<file path="src/rtl/pc_gen_pkg.sv">
// Shared types and constants for the fetch PC generator.
// Optional misalign checking is enabled with PC_GEN_MISALIGN_CHECK_EN.
package pc_gen_pkg;

  typedef enum logic {
    S_BOOT,
    S_RUN
  } pc_state_e;

  localparam logic [31:0] DEFAULT_RESET_VEC = 32'h0000_0000;
  localparam int unsigned DEFAULT_STEP = 4;

  typedef logic [1:0] redir_cause_t;

  localparam redir_cause_t REDIR_EXC = 2'd0;
  localparam redir_cause_t REDIR_BR  = 2'd1;
  localparam redir_cause_t REDIR_JMP = 2'd2;

endpackage

</file>
<file path="src/rtl/pc_redir_arb.sv">
// Fixed-priority redirect select; channel 0 wins.
// Reports any_redir, the winning index and its target.
module pc_redir_arb #(
  parameter int ADDR_W  = 32,
  parameter int N_REDIR = 3,
  parameter int SEL_W   = (N_REDIR > 1) ? $clog2(N_REDIR) : 1
) (
  input  logic [N_REDIR-1:0]        redir_valid,
  input  logic [N_REDIR*ADDR_W-1:0] redir_addr,
  output logic                      any_redir,
  output logic [SEL_W-1:0]          sel,
  output logic [ADDR_W-1:0]         sel_addr
);

  assign any_redir = |redir_valid;

  // Scan high to low so the lowest valid index is written last.
  always_comb begin
    sel      = '0;
    sel_addr = '0;
    for (int i = N_REDIR - 1; i >= 0; i--) begin
      if (redir_valid[i]) begin
        sel      = SEL_W'(i);
        sel_addr = redir_addr[i*ADDR_W +: ADDR_W];
      end
    end
  end

endmodule

</file>
<file path="src/rtl/pc_gen.sv">
// Fetch PC generator: prioritised redirects, stall-pending capture,
// valid/ready fetch handshake. Macro: PC_GEN_MISALIGN_CHECK_EN.
module pc_gen
  import pc_gen_pkg::*;
#(
  parameter int ADDR_W = 32,
  parameter logic [ADDR_W-1:0] RESET_VEC =
    ADDR_W'(DEFAULT_RESET_VEC),
  parameter int STEP    = DEFAULT_STEP,
  parameter int N_REDIR = 3
) (
  input  logic                      clk,
  input  logic                      rst,
  input  logic                      stall,
  input  logic [N_REDIR-1:0]        redir_valid,
  input  logic [N_REDIR*ADDR_W-1:0] redir_addr,
  input  logic                      fetch_ready,
  output logic                      fetch_valid,
  output logic [ADDR_W-1:0]         pc_address,
  output logic                      pc_redirected,
  output logic                      misalign_err
);

  localparam int SEL_W = (N_REDIR > 1) ? $clog2(N_REDIR) : 1;

  pc_state_e state, state_nxt;

  logic              any_redir;
  logic [SEL_W-1:0]  sel;
  logic [ADDR_W-1:0] sel_addr;
  logic [ADDR_W-1:0] tgt_addr;
  logic              tgt_mis;

  logic [ADDR_W-1:0] pc_q, pc_nxt;
  logic              pend_valid, pend_valid_nxt;
  logic [ADDR_W-1:0] pend_addr, pend_addr_nxt;
  logic              pend_mis, pend_mis_nxt;
  logic              redir_q, redir_nxt;
  logic              mis_q, mis_nxt;

  logic unused_sel;
  assign unused_sel = ^sel;

  pc_redir_arb #(
    .ADDR_W (ADDR_W),
    .N_REDIR(N_REDIR),
    .SEL_W  (SEL_W)
  ) u_arb (
    .redir_valid(redir_valid),
    .redir_addr (redir_addr),
    .any_redir  (any_redir),
    .sel        (sel),
    .sel_addr   (sel_addr)
  );

`ifdef PC_GEN_MISALIGN_CHECK_EN
  localparam logic [ADDR_W-1:0] LOW_MASK = ADDR_W'(STEP - 1);
  assign tgt_addr = sel_addr & ~LOW_MASK;
  assign tgt_mis  = |(sel_addr & LOW_MASK);
`else
  assign tgt_addr = sel_addr;
  assign tgt_mis  = 1'b0;
`endif

  always_ff @(posedge clk) begin
    if (rst) begin
      state <= S_BOOT;
    end else begin
      state <= state_nxt;
    end
  end

  always_comb begin
    state_nxt   = state;
    fetch_valid = 1'b0;
    unique case (state)
      S_BOOT: state_nxt = S_RUN;
      S_RUN:  fetch_valid = !stall;
      default: state_nxt = S_BOOT;
    endcase
  end

  // First matching rule wins; stall only ever touches pending state.
  always_comb begin
    pc_nxt         = pc_q;
    pend_valid_nxt = pend_valid;
    pend_addr_nxt  = pend_addr;
    pend_mis_nxt   = pend_mis;
    redir_nxt      = 1'b0;
    mis_nxt        = 1'b0;
    if (stall && any_redir) begin
      pend_valid_nxt = 1'b1;
      pend_addr_nxt  = tgt_addr;
      pend_mis_nxt   = tgt_mis;
    end else if (stall) begin
      pc_nxt = pc_q;
    end else if (any_redir) begin
      pc_nxt         = tgt_addr;
      pend_valid_nxt = 1'b0;
      pend_mis_nxt   = 1'b0;
      redir_nxt      = 1'b1;
      mis_nxt        = tgt_mis;
    end else if (pend_valid) begin
      pc_nxt         = pend_addr;
      pend_valid_nxt = 1'b0;
      pend_mis_nxt   = 1'b0;
      redir_nxt      = 1'b1;
      mis_nxt        = pend_mis;
    end else if (fetch_valid && fetch_ready) begin
      pc_nxt = pc_q + ADDR_W'(STEP);
    end
  end

  always_ff @(posedge clk) begin
    if (rst) begin
      pc_q       <= RESET_VEC;
      pend_valid <= 1'b0;
      pend_addr  <= '0;
      pend_mis   <= 1'b0;
      redir_q    <= 1'b0;
      mis_q      <= 1'b0;
    end else begin
      pc_q       <= pc_nxt;
      pend_valid <= pend_valid_nxt;
      pend_addr  <= pend_addr_nxt;
      pend_mis   <= pend_mis_nxt;
      redir_q    <= redir_nxt;
      mis_q      <= mis_nxt;
    end
  end

  assign pc_address    = pc_q;
  assign pc_redirected = redir_q;
  assign misalign_err  = mis_q;

endmodule

</file>
<file path="config.mk">
export PLATFORM = sky130hd
export DESIGN_NAME = pc_gen
export DESIGN_NICKNAME = d
export VERILOG_FILES = /design/src/rtl/pc_gen_pkg.sv /design/src/rtl/pc_redir_arb.sv /design/src/rtl/pc_gen.sv
export SDC_FILE = /design/constraint.sdc
export NUM_CORES = 1
export LEC_CHECK = 0
export CAP_MARGIN = 15
export CORE_MARGIN = 3
export CORE_UTILIZATION = 36
export DETAILED_ROUTE_END_ITERATION = 10
export HOLD_SLACK_MARGIN = 0.06
export PLACE_DENSITY = 0.63
export SLEW_MARGIN = 5
export SYNTH_ARGS = -nofsm -noshare
export SYNTH_HDL_FRONTEND = slang
export SYNTH_SLANG_ARGS = --single-unit
export TNS_END_PERCENT = 20
</file>
<file path="constraint.sdc">
create_clock -name clk -period 2.5 [get_ports clk]
set_clock_uncertainty 0.2 [all_clocks]
set_input_delay 0.5 -clock clk [delete_from_list [all_inputs] [get_ports clk]]
set_output_delay 0.5 -clock clk [all_outputs]
set_load 0.01 [all_outputs]
</file>
==> impl_metrics.py, run 1 <==
metrics = {
    "logic_synthesis": {
        "synth_cell_type_count": 58,
        "ys_warn_count": 0,
        "synthCells": 583,
        "ys_ff_latch": 67,
        "synth-seq-area-share": 0.3236,
        "synth_top_area_frac": 0.3236,
        "synthFlopType": "dfxtp_1",
        "syn_area_sq_um": 4145,
        "async_flop_share": 0,
        "synth_nets": 687,
        "yosys-top-cells-count": "nand2_1 (106), a21oi_1 (67), dfxtp_1 (67)",
        "synth_edf_count": 0,
        "synth_top_cells_by_area": "dfxtp_1 (32%), nand2_1 (9.6%), a21oi_1 (8.1%), o21ai_0 (6.6%), a22oi_1 (4.3%)",
        "yosys.area.top_type": "dfxtp_1",
        "synth.most_common_cell": "nand2_1",
        "syn_avg_cell_area_sq_um": 7.110,
    },
    "place": {
        "dpl.hpwl_um": 11960,
        "io_buffers": 136,
        "place_congestion": 0.9172,
        "dp_slack_ns": -0.1971,
        "dp.cells": 867,
    },
    "die": {
        "die_w_um": 113.3,
        "io_pins": 138,
        "dieArea_sq_um": 12840,
        "die_h_um": 113.3,
        "core_area_sq_um": 11030,
        "start_util": 0.3758,
        "rows": 38,
    },
    "clock_network": {
        "h-tree-depth": 3,
        "cts.sinks": 67,
        "clk_latency_ns": 0.33,
        "post_cts.repair.setup_buffers": 0,
        "cts_resized": 0,
        "tritoncts": "built",
        "clk_pin_slew_ns": 0.06,
        "clock_path_buffers": 2,
        "root_buffer": "clkbuf_16",
        "holdBufCountCts": 0,
        "numCtsBuffers": 9,
    },
    "timing": {
        "period_needed_ns": 2.431,
        "worst_slack_ns": 0.06892,
        "slew-limit-headroom": 0.6264,
        "worst_pin_slew_ns": 0.5569,
        "fin_crit_sh": 0.9724,
        "fmax_mhz": 411.3,
        "final_hold_viol_count": 0,
        "grt_setup_unrepaired": "no",
        "slew_viol_final": 0,
        "finalSetupViolCount": 0,
    },
    "worst_setup_path": {
        "cp_max_fo": 15,
        "startpoint_type": "input port",
        "crit_family": "simple AND/OR/NAND/NOR gates",
        "cp-startpoint": "redir_valid[2]",
        "crit_type": "in2reg",
        "end_kind": "flip-flop",
        "rr_startpoint": "pc_address[2]$_SDFFE_PP0P_",
        "crit_path_top_delay_cell": "or4_4",
        "cp.required_ns": 2.54,
        "path_cells": "clkdlybuf4s50_1 -> or4_4 -> buf_4 -> nor4_1 -> a211oi_1 -> o32ai_1",
        "critPathMaxStageDelay_ns": 0.60,
        "critical_path_arrival_ns": 2.47,
        "cp.buffers_inverters": 2,
    },
    "run_status": {
        "status": "finished clean",
    },
    "drt": {
        "wl_met1_um": 6936,
        "drc": 0,
        "num_vias": 5027,
        "wl_met3_um": 1501,
        "wirelength_um": 15570,
        "routed_via_density": 5.693,
        "met2WireLength_um": 6994,
        "drt_pass1_iterations": 5,
        "highest-signal-layer": "met4",
        "ant_nets": 0,
        "routedWlPerCell_um": 17.63,
        "first_iter_violations": 442,
    },
    "cells_and_area": {
        "nets": 842,
        "drive_above_1_share": 0.1104,
        "area_growth_pct": 50.71,
        "final-instance-count-excl-fill": 883,
        "diodes": 0,
    },
    "global_route": {
        "grt_max_degree": 64,
        "grt_usage": 0.2434,
        "grt_pass1_vias": 4949,
        "gr-total-overflow": 0,
        "grt_antenna_before_repair": 0,
        "grt_pass1_wl_um": 25170,
    },
    "power_and_ir_drop": {
        "power_density_nw_per_um2": 517.0,
        "finalPower_w": 0.003230,
        "peakVddDrop_v": 0.0003544,
        "p_leak_nw": 2.310,
    },
    "worst_hold_path": {
        "hold_start": "pend_addr[20]$_SDFFE_PP0P_",
        "min_path_type": "reg2reg",
    },
    "flow_run": {
        "maxCapViolCount": 0,
    },
}
## cell usage in the layout, fill, tap and decap left out, types with 10 or more instances in the layout
cell | Yosys | final
a21o_1 | 10 | 10
a21oi_1 | 67 | 67
a22oi_1 | 24 | 24
a31oi_1 | 10 | 10
and2_1 | 10 | 10
buf_4 | 2 | 52
clkdlybuf4s50_1 | 0 | 134
dfxtp_1 | 67 | 67
inv_1 | 12 | 12
nand2_1 | 106 | 106
nand3_1 | 14 | 14
nand4_1 | 11 | 11
nor2_1 | 27 | 27
nor3_1 | 19 | 19
o21ai_0 | 55 | 55
## routing by layer
metal / global-route usage / up-vias
met4: 0.05449 / 0
met5: 0 / -
met2: 0.3807 / 255
met3: 0.06364 / 10
met1: 0.3373 / 2327
li1: - / 2435
## worst register-to-register path, stage by stage (launching register included)
cell and delay, ns:
dfxtp_1 0.40, ha_1 0.28, and4_1 0.34, and3_1 0.26, nand3_1 0.19, a21o_1 0.21
a221oi_1 0.27
## kinds of logic after synthesis
group                    count (synthesis)  synth area share
multiplexers                             3          0.007244
buffers and inverters                   62           0.06610
flip-flops                              67            0.3236
adder cells (fa/ha/maj)                  1          0.003018
AND/OR/NAND/NOR                        235            0.2801
AO/OA/AOI/OAI                          214            0.3190
other                                    1         0.0009047
## flip-flops by register name, indices dropped and copies added, names as in the netlist
signal	count
pend_valid	1
pc_redirected	1
pend_addr	32
state	1
pc_address	32
## final cells by class
cell class	count	area (sq um)
inverter	13	48.80
clock buffer	10	239.0
multi-input combinational	454	2536
fill	1039	4783
tap	140	175.2
sequential	67	1341
clock inverter	6	65.06
timing repair buffer	193	1842
## where the power goes
part           internal (W)  leakage [nW]  switching [W]
logic              0.000392          1.61       0.000335
registers           0.00114         0.551      0.0000704
clock network      0.000799         0.148       0.000493
total               0.00233          2.31       0.000899
## stage by stage
stage | area (sq um) | util | hold WS [ns] | TNS [ns]
after floorplan | 4145 | - | 0.2312 | 0
after global placement | 5943 | 0.5388 | 0.2382 | -1.211
after detailed placement | 5943 | 0.5388 | 0.2461 | -2.038
after CTS | 6247 | 0.5664 | 0.2539 | 0
after global routing | 6247 | 0.5664 | 0.2681 | 0
final | 6247 | 0.5664 | 0.2545 | 0
## final timing paths
check                                endpoint  slack (ns)  depth (start not counted)
hold reg to reg    pend_addr[20]$_SDFFE_PP0P_        0.25                          2
hold / removal     pend_addr[20]$_SDFFE_PP0P_        0.25                          2
setup reg to reg  pc_address[24]$_SDFFE_PP0P_        0.25                          6
setup / recovery  pc_address[15]$_SDFFE_PP0P_        0.07                          6
(Power assumes the default switching activity.)
==> run 2, diff against run 1 <==
- CORE_MARGIN: 3 -> default
==> run 2 against run 1 <==
  * Die area decreased by 6.9%
  * Critical path depth is 1 higher
  * Sequential share of layout area is 0.065 points higher
  * Combinational power is essentially flat
  * Fmax increased by 3.5%
  * Final area is 0.30% lower
  * Register-to-register slack got worse by 0.02 ns
  * Sequential power is essentially flat
  * Clock-buffer cell count is 1 higher
  * Sequential cell count did not move
  * Clock power up 9%
  * Via count decreased by 0.36%
==> impl_metrics.py, run 2 (synthesis gave the netlist of run 1 again) <==
metrics = {
    "timing": {
        "slew_viol_final": 0,
        "final_hold_viol_count": 0,
        "slew-limit-headroom": 0.5865,
        "grt_setup_unrepaired": "no",
        "worst_pin_slew_ns": 0.6202,
        "fmax_mhz": 425.9,
        "fin_crit_sh": 0.9391,
        "period_needed_ns": 2.348,
        "finalSetupViolCount": 0,
        "setup_tns_ns": 0,
    },
    "clock_network": {
        "tritoncts": "built",
        "clk_latency_ns": 0.34,
        "post_cts.repair.setup_buffers": 0,
        "cts.sinks": 67,
        "numCtsBuffers": 9,
        "root_buffer": "clkbuf_16",
        "clock_path_buffers": 2,
        "holdBufCountCts": 0,
        "h-tree-depth": 3,
        "clk_pin_slew_ns": 0.06,
        "cts_resized": 0,
    },
    "die": {
        "dieArea_sq_um": 11950,
        "die_h_um": 109.3,
        "die_w_um": 109.3,
        "io_pins": 138,
        "core_area_sq_um": 11030,
        "rows": 38,
        "start_util": 0.3758,
    },
    "worst_setup_path": {
        "reg2reg_depth": 7,
        "cp.required_ns": 2.54,
        "crit_path_top_delay_cell": "or4_4",
        "r2r_slack_ns": 0.23,
        "rr_startpoint": "pend_valid$_SDFFE_PP0P_",
        "critPathMaxStageDelay_ns": 0.59,
        "crit_top_cell": "buf_4",
        "worstReg2RegEnd": "pc_address[17]$_SDFFE_PP0P_",
        "path_cells": "clkdlybuf4s50_1 -> or4_4 -> buf_4 -> buf_4 -> nor3_1 -> a211oi_1 -> o32ai_1",
        "startpoint_type": "input port",
        "critical_path.endpoint": "pc_address[11]$_SDFFE_PP0P_",
        "crit_type": "in2reg",
        "cp-startpoint": "redir_valid[2]",
        "critical_path_arrival_ns": 2.39,
        "cp_max_fo": 13,
        "end_kind": "flip-flop",
    },
    "place": {
        "io_buffers": 136,
        "dpl.hpwl_um": 11460,
        "place_congestion": 0.8456,
        "place_area_sq_um": 5901,
    },
    "drt": {
        "wirelength_um": 15420,
        "met2WireLength_um": 7001,
        "wl_met3_um": 1275,
        "wl_met1_um": 6936,
        "num_vias": 5009,
        "highest-signal-layer": "met4",
        "ant_nets": 0,
        "drt_pass1_iterations": 6,
        "drc": 0,
        "routedWlPerCell_um": 17.55,
        "routed_via_density": 5.699,
        "first_iter_violations": 386,
    },
    "power_and_ir_drop": {
        "switching_share": 0.2719,
        "switching_power_w": 0.0009098,
        "seqPwrFrac": 0.362,
        "p_leak_nw": 2.294,
        "pwr-share-clk": 0.421,
        "power_density_nw_per_um2": 537.1,
        "peakVddDrop_v": 0.0003915,
        "intPower_w": 0.002436,
        "pwr-share-comb": 0.217,
    },
    "cells_and_area": {
        "multi_input_area_sq_um": 2536,
        "area_growth_pct": 50.26,
        "num-fill-cells": 1043,
        "nets": 838,
        "seqCellArea_sq_um": 1341,
        "stdcell_area_sq_um": 6228,
        "drive_above_1_share": 0.1042,
        "final_common_cell": "clkdlybuf4s50_1",
        "final_cell_mix": "clkdlybuf4s50_1 (134), nand2_1 (106), a21oi_1 (67), dfxtp_1 (67), o21ai_0 (55)",
        "diodes": 0,
    },
    "global_route": {
        "grt_antenna_before_repair": 0,
        "gr-total-overflow": 0,
        "grt_pass1_wl_um": 24120,
        "grt_pass1_vias": 4733,
        "grt_usage": 0.2652,
        "grt_max_degree": 57,
    },
    "run_status": {
        "status": "finished clean",
    },
    "worst_hold_path": {
        "min_path_type": "reg2reg",
    },
    "flow_run": {
        "maxCapViolCount": 0,
    },
}
-- run 2: changes by cell type in the layout (fill, tap and decap cells not counted), sizes merged --
| cell | change |
|---|---|
| buf | -4 |
| bufinv | +1 |
| clkbuf | +1 |
| clkinv | -3 |
| inv | +1 |
-- run 2: worst min-delay path by stage --
stage                                          start                          to  slack, ns  depth (start not counted)
final                     pend_addr[26]$_SDFFE_PP0P_  pend_addr[26]$_SDFFE_PP0P_       0.25                          2
after global routing       pend_addr[9]$_SDFFE_PP0P_   pend_addr[9]$_SDFFE_PP0P_       0.28                          2
after CTS                 pend_addr[26]$_SDFFE_PP0P_  pend_addr[26]$_SDFFE_PP0P_       0.25                          2
after detailed placement  pend_addr[26]$_SDFFE_PP0P_  pend_addr[26]$_SDFFE_PP0P_       0.24                          2
after global placement    pend_addr[26]$_SDFFE_PP0P_  pend_addr[26]$_SDFFE_PP0P_       0.24                          2
after floorplan           pend_addr[24]$_SDFFE_PP0P_  pend_addr[24]$_SDFFE_PP0P_       0.23                          2
-- run 2: critical path, delay by kind of cell --
kind | cells | cell delay (ns)
simple gates | 2 | 0.80
buf+inv | 3 | 0.87
compound gates | 2 | 0.21
-- run 2: power groups by stage --
stage | sequential [W] | clock (W) | combinational (W)
2_1_floorplan | 0.00123 | 0 | 0.000301
3_3_place_gp | 0.00123 | 0 | 0.000709
3_5_place_dp | 0.00123 | 0 | 0.000719
4_1_cts | 0.00121 | 0.00142 | 0.000723
5_1_grt | 0.00122 | 0.00148 | 0.000785
6_report | 0.00121 | 0.00141 | 0.000726
-- run 2: area by class of cell --
cell class / count / area share
multi-input combinational: 454 / 0.4072
timing repair buffer: 189 / 0.2889
clock inverter: 5 / 0.01366
inverter: 13 / 0.007834
tap: 140 / 0.02812
sequential: 67 / 0.2153
clock buffer: 11 / 0.03897
-- run 2: metrics by stage --
step | setup slack (ns) | total power, W | hold slack, ns | utilization | std cells
after global placement | -0.1159 | 0.001938 | 0.2382 | 0.5349 | 863
after floorplan | 0.3600 | 0.001533 | 0.2312 | - | 583
final | 0.1521 | 0.003346 | 0.2499 | 0.5647 | 879
after CTS | 0.1815 | 0.003353 | 0.2498 | 0.5647 | 879
after global routing | 0.08218 | 0.003483 | 0.2802 | 0.5647 | 879
after detailed placement | -0.1588 | 0.001951 | 0.2420 | 0.5349 | 863
-- run 2: per-layer routing --
metal	up-vias	track usage
met5	-	0
li1	2440	-
met3	20	0.06165
met1	2308	0.3584
met2	241	0.4232
met4	0	0.06952
==> run 3, diff against run 2 <==
- CORE_MARGIN: default -> 5
==> run 3 against run 2 <==
  * Non-clock buffer count increased by 10
  * Utilization is 1.3 points lower
  * Setup slack gained 0.0058 ns
  * Largest power group unchanged
  * Critical path type unchanged
  * Worst hold slack better by 0.0050 ns
  * Sequential power about the same
  * Fmax up 0.25%
  * Sequential cell count unchanged
  * Largest cell class unchanged
  * Critical endpoint is now pc_address[15]$_SDFFE_PP0P_
  * Clock power down 9%
  * Critical path depth up 1
  * First-iteration DRC count increased by 4.1%
==> impl_metrics.py, run 3 (synthesis gave the netlist of run 1 again) <==
metrics = {
    "timing": {
        "period_needed_ns": 2.342,
        "fin_crit_sh": 0.9368,
        "grt_setup_unrepaired": "no",
        "slew-limit-headroom": 0.6247,
        "fmax_mhz": 427.0,
        "worst_pin_slew_ns": 0.5615,
        "final_hold_viol_count": 0,
        "finalSetupViolCount": 0,
        "timing.hold.ws_ns": 0.2549,
        "slew_viol_final": 0,
    },
    "die": {
        "core_area_sq_um": 11370,
        "dieArea_sq_um": 13760,
        "die_w_um": 117.3,
        "die_h_um": 117.3,
        "io_pins": 138,
        "rows": 39,
        "start_util": 0.3646,
    },
    "place": {
        "io_buffers": 136,
        "place_congestion": 0.8780,
        "dpl.hpwl_um": 11960,
        "place_area_sq_um": 5979,
    },
    "drt": {
        "wirelength_um": 15660,
        "routedWlPerCell_um": 17.57,
        "routed_via_density": 5.705,
        "num_vias": 5083,
        "drc": 0,
        "drt_pass1_iterations": 5,
        "ant_nets": 0,
        "first_iter_violations": 402,
    },
    "global_route": {
        "grt_max_degree": 50,
        "grt_util_met2": 0.3377,
        "grt_usage": 0.2202,
        "grt_util_met1": 0.2988,
        "use_met3": 0.05534,
        "busiest_layer": "met2",
        "grt_antenna_before_repair": 0,
        "grt_pass1_vias": 4848,
        "gr-total-overflow": 0,
        "grt_pass1_wl_um": 25190,
    },
    "worst_setup_path": {
        "crit_path_top_delay_cell": "clkdlybuf4s50_1",
        "startpoint_type": "input port",
        "path_cells": "clkdlybuf4s50_1 -> buf_4 -> nor4_2 -> a21oi_1 -> buf_4 -> nand2_1 -> buf_4 -> o32ai_1",
        "crit_top_cell": "buf_4",
        "critical_path_arrival_ns": 2.34,
        "end_kind": "flip-flop",
        "cp_max_fo": 9,
        "crit_type": "in2reg",
        "cp.required_ns": 2.50,
        "critPathMaxStageDelay_ns": 0.48,
    },
    "cells_and_area": {
        "num-fill-cells": 1136,
        "diodes": 0,
        "stdcell_area_sq_um": 6275,
        "final_common_cell": "clkdlybuf4s50_1",
        "area_growth_pct": 51.37,
        "nets": 848,
        "drive_above_1_share": 0.1136,
        "final_cell_mix": "clkdlybuf4s50_1 (134), nand2_1 (106), a21oi_1 (67), dfxtp_1 (67), buf_4 (59)",
    },
    "worst_hold_path": {
        "min_path_type": "reg2reg",
    },
    "clock_network": {
        "clk_pin_slew_ns": 0.05,
        "clk_latency_ns": 0.33,
        "clock_path_buffers": 2,
        "root_buffer": "clkbuf_16",
        "holdBufCountCts": 0,
        "numCtsBuffers": 9,
        "tritoncts": "built",
        "post_cts.repair.setup_buffers": 0,
        "h-tree-depth": 3,
        "cts_resized": 0,
        "cts.sinks": 67,
    },
    "flow_run": {
        "maxCapViolCount": 0,
    },
    "power_and_ir_drop": {
        "power_density_nw_per_um2": 513.7,
        "peakVddDrop_v": 0.0003736,
        "p_leak_nw": 2.333,
    },
    "run_status": {
        "status": "finished clean",
    },
}
run 3: cell count changes in the layout (fill, tap and decap cells not counted):
cell        change
clkbuf_1        +1
bufinv_16       -1
buf_4          +10
clkinvlp_4      -1
clkinv_4        -1
inv_6           -1
clkinv_2        +1
clkbuf_8        +1
run 3: critical path, delay by kind of cell:
family | cells | cell delay, ns
buf+inv | 4 | 1.06
simple gates | 2 | 0.50
compound gates | 2 | 0.28
run 3: layer usage:
metal | vias up | wire [um] | share of wire
li1 | 2447 | - | -
met1 | 2361 | 6883 | 0.44
met2 | 245 | 7139 | 0.46
met3 | 30 | 1316 | 0.084
met4 | 0 | 318 | 0.020
met5 | - | 0 | 0
run 3: cell type report:
cell class	count	area, sq um	share of cell area
Clock buffer	13	260.3	0.04148
Clock inverter	2	35.03	0.005583
Inverter	13	48.80	0.007777
Multi-Input combinational cell	454	2536	0.4042
Sequential cell	67	1341	0.2138
Tap cell	143	178.9	0.02851
Timing Repair Buffer	199	1874	0.2987
run 3: metrics by stage:
step	util	worst slack, ns	power, W	cells	setup TNS (ns)
4_1_cts	0.5519	0.1744	0.003232	891	0
2_1_floorplan	-	0.3600	0.001533	583	0
5_1_grt	0.5519	0.005209	0.003363	891	0
6_report	0.5519	0.1579	0.003223	891	0
3_3_place_gp	0.5259	-0.1250	0.001946	876	-1.306
3_5_place_dp	0.5259	-0.1561	0.001960	876	-2.584
run 3: final timing paths:
kind | from | endpoint | slack [ns] | depth (start not counted)
max reg2reg | pc_address[14]$_SDFFE_PP0P_ | pc_address[19]$_SDFFE_PP0P_ | 0.26 | 5
min | pend_addr[18]$_SDFFE_PP0P_ | pend_addr[18]$_SDFFE_PP0P_ | 0.25 | 2
min reg2reg | pend_addr[18]$_SDFFE_PP0P_ | pend_addr[18]$_SDFFE_PP0P_ | 0.25 | 2
max | redir_valid[1] | pc_address[15]$_SDFFE_PP0P_ | 0.16 | 8
run 3: power breakdown:
group          total (W)  internal, W  switching (W)
clock            0.00128     0.000820       0.000462
sequential       0.00121      0.00114      0.0000649
combinational   0.000736     0.000397       0.000339
total            0.00322      0.00236       0.000866
==> patch, RTL diff (flow settings as in run 1) <==
`N_REDIR` is set to 3 in 2 places; all go to 6.
--- a/src/rtl/pc_redir_arb.sv
+++ b/src/rtl/pc_redir_arb.sv
@@ -4,3 +4,3 @@
   parameter int ADDR_W  = 32,
-  parameter int N_REDIR = 3,
+  parameter int N_REDIR = 6,
   parameter int SEL_W   = (N_REDIR > 1) ? $clog2(N_REDIR) : 1
--- a/src/rtl/pc_gen.sv
+++ b/src/rtl/pc_gen.sv
@@ -9,3 +9,3 @@
   parameter int STEP    = DEFAULT_STEP,
-  parameter int N_REDIR = 3
+  parameter int N_REDIR = 6
 ) (
Ports: changed (resized redir_addr and redir_valid); port bits go from 138 to 237. No check against the original RTL was run, so the function may have changed too.
==> patch against run 1 <==
Non-clock buffer count is 135 higher. Area after synthesis is 17% higher. Sequential cell count stayed put. Critical path depth is 3 higher. Core utilization is 6.9 points higher. Total power is 11% higher. Largest power group unchanged. Wire length is 40% higher. Largest cell class is now buffers. Final area is 31% higher. Global-route usage is 4.8 points higher. Highest routed layer unchanged. Setup slack better by 24 ps.
==> patch: results (changes against run 1) <==
Clock network
  – Root Driver: clkbuf_16
  – Max Buffers Root-to-Sink: 2 (unchanged)
  – Clock Latency Late Sink: 330 ps (about the same)
  – Inserted Clock Buffers: 9 (unchanged)
  – Number of H-tree levels: 3 (unchanged)
  – Reg clk slew, reported paths: 60 ps (about the same)

Finish
  – Final nets: 1155 (+37%)
  – Fraction of layout cells with a size suffix above 1: 13.09% (+2.1 points)
  – Ant. Diodes: 0 (unchanged)
  – Final Non-Filler Cells: 1127 (+28%)

Critical path
  – Reg2Reg Setup Slack: 150 ps (-100 ps)
  – CP delay by family, top: simple AND/OR/NAND/NOR gates
  – CP max stage delay: 460 ps (-140 ps)
  – Slowest-stage cell, CP: clkdlybuf4s50_1
  – CP arrival: 2440 ps (-30 ps)
  – Worst Path Max Fanout: 7 (-8)

Logic synthesis
  – Syn_nets: 879 (+28%)
  – Netlist cell types: 55 (-5.2%)
  – Synth area leaders: dfxtp_1 28%, a21oi_1 7.6%, o21ai_0 6.6%
  – Post-synth ARST share: 0% (unchanged)
  – Post-Syn Instances: 676 (+16%)
  – Yosys Warn Count: 0 (unchanged)
  – Main synth FF type: dfxtp_1
  – Post-synth top cells: 77 x nor2_1, 74 x a21oi_1, 67 x dfxtp_1
  – Sequential share of the synthesized area: 27.61% (-4.7 points)

Global route
  – GRT overflow: 0 (unchanged)
  – First-pass GRT wire length: 33780 µm (+34%)
  – Pin count of the biggest net entering global routing: 39 (-39%)
  – Total track usage: 29.18% (+4.8 points)
  – Vias in the first global route: 6302 (+27%)
  – Initial antenna violation count: 0 (unchanged)

Power
  – Static power due to leakage: 3.164 nW (+37%)
  – Peak VDD IR: 0.2748 mV (-22%)
  – Sw Ratio: 27.96% (+0.12 points)

Outcome
  – Outcome: complete, no violations

Routing
  – Vias/cell: 5.569 (-2.2%)
  – 1st-iter DRT viols: 575 (+30%)
  – Routed WL per cell: 19.37 µm (+9.9%)
  – DR pass1 iterations: 5 (unchanged)

STA
  – Final min period: 2407 ps (-23.74 ps)
  – Rel. slew slack: 65.91% (+3.3 points)
  – Setup violation total in the final timing report: 0 (unchanged)

Placement
  – Dpl hpwl: 17870 µm (+49%)
  – Number of port buffers: 235 (+73%)
  – Routability cong.: 0.8895 (-3.0%)
  – Dpl ws: -285.1 ps (-87.94 ps)

Min path
  – HP Class: reg2reg
patch: cell count changes after synthesis, moves of 12 or more:
cell and delta:
nor2_1 +50, nand2_1 -54, buf_2 -13, a221oi_1 +22, clkbuf_1 +21, a22oi_1 -12
inv_1 +22, xnor2_1 +15, a221o_1 +22
patch: worst paths after layout:
check	start	endpoint	depth (start not counted)
max	redir_valid[4]	pc_address[21]$_SDFFE_PP0P_	9
min reg2reg	pend_addr[19]$_SDFFE_PP0P_	pend_addr[19]$_SDFFE_PP0P_	2
min	pend_addr[19]$_SDFFE_PP0P_	pend_addr[19]$_SDFFE_PP0P_	2
max reg2reg	pc_address[13]$_SDFFE_PP0P_	pc_address[29]$_SDFFE_PP0P_	6
patch: logic make-up after synthesis:
group                    Yosys count  synth area share, %
AO/OA/AOI/OAI                    281                38.41
buffers and inverters             98                8.990
flip-flops                        67                27.61
AND/OR/NAND/NOR                  197                18.88
other                              1              0.07721
multiplexers                       5                1.082
XOR/XNOR                          26                4.688
adder cells (fa/ha/maj)            1               0.2576
patch: layout make-up:
class	instances	area, µm²
tap	172	215.2
multi-input combinational	511	3107
clock inverter	3	40.04
inverter	35	131.4
clock buffer	11	242.7
sequential	67	1343
timing repair buffer	328	3131
fill	1202	4718
patch: stage by stage:
step / power (mW) / hold WS [ps] / area (µm²)
after CTS: 3.582 / 254.0 / 8184
after global placement: 2.337 / 234.4 / 7901
after floorplan: 1.678 / 228.7 / 4857
final: 3.578 / 251.5 / 8209
after detailed placement: 2.352 / 246.6 / 7901
after global routing: 3.752 / 269.7 / 8209
patch: power groups by stage:
stage	Combinational (mW)	Clock (mW)	Sequential, mW
after floorplan	0.423	0	1.26
after global placement	1.11	0	1.23
after detailed placement	1.12	0	1.24
after CTS	1.12	1.25	1.21
after global routing	1.23	1.30	1.23
final	1.13	1.23	1.22
patch: worst register-to-register path, delay by kind of cell (launching register included):
family          cells  cell delay [ps]
xor+xnor            1              160
simple gates        3              990
compound gates      1              270
flops               1              440
buf+inv             1              170
patch: what timing repair did:
item,in CTS,in global routing
endpoints found under the setup margin,0,11
buffers inserted,0,0
gates resized for setup,0,6
hold buffers,0,0
hold endpoints to repair,0,0
patch: per-layer routing:
metal | vias up | track usage [%] | share of wire (%)
met2 | 288 | 50.59 | 49
li1 | 3051 | - | -
met5 | - | 0 | 0
met4 | 0 | 8.188 | 2.6
met1 | 2903 | 36.37 | 41
met3 | 34 | 6.500 | 7.5
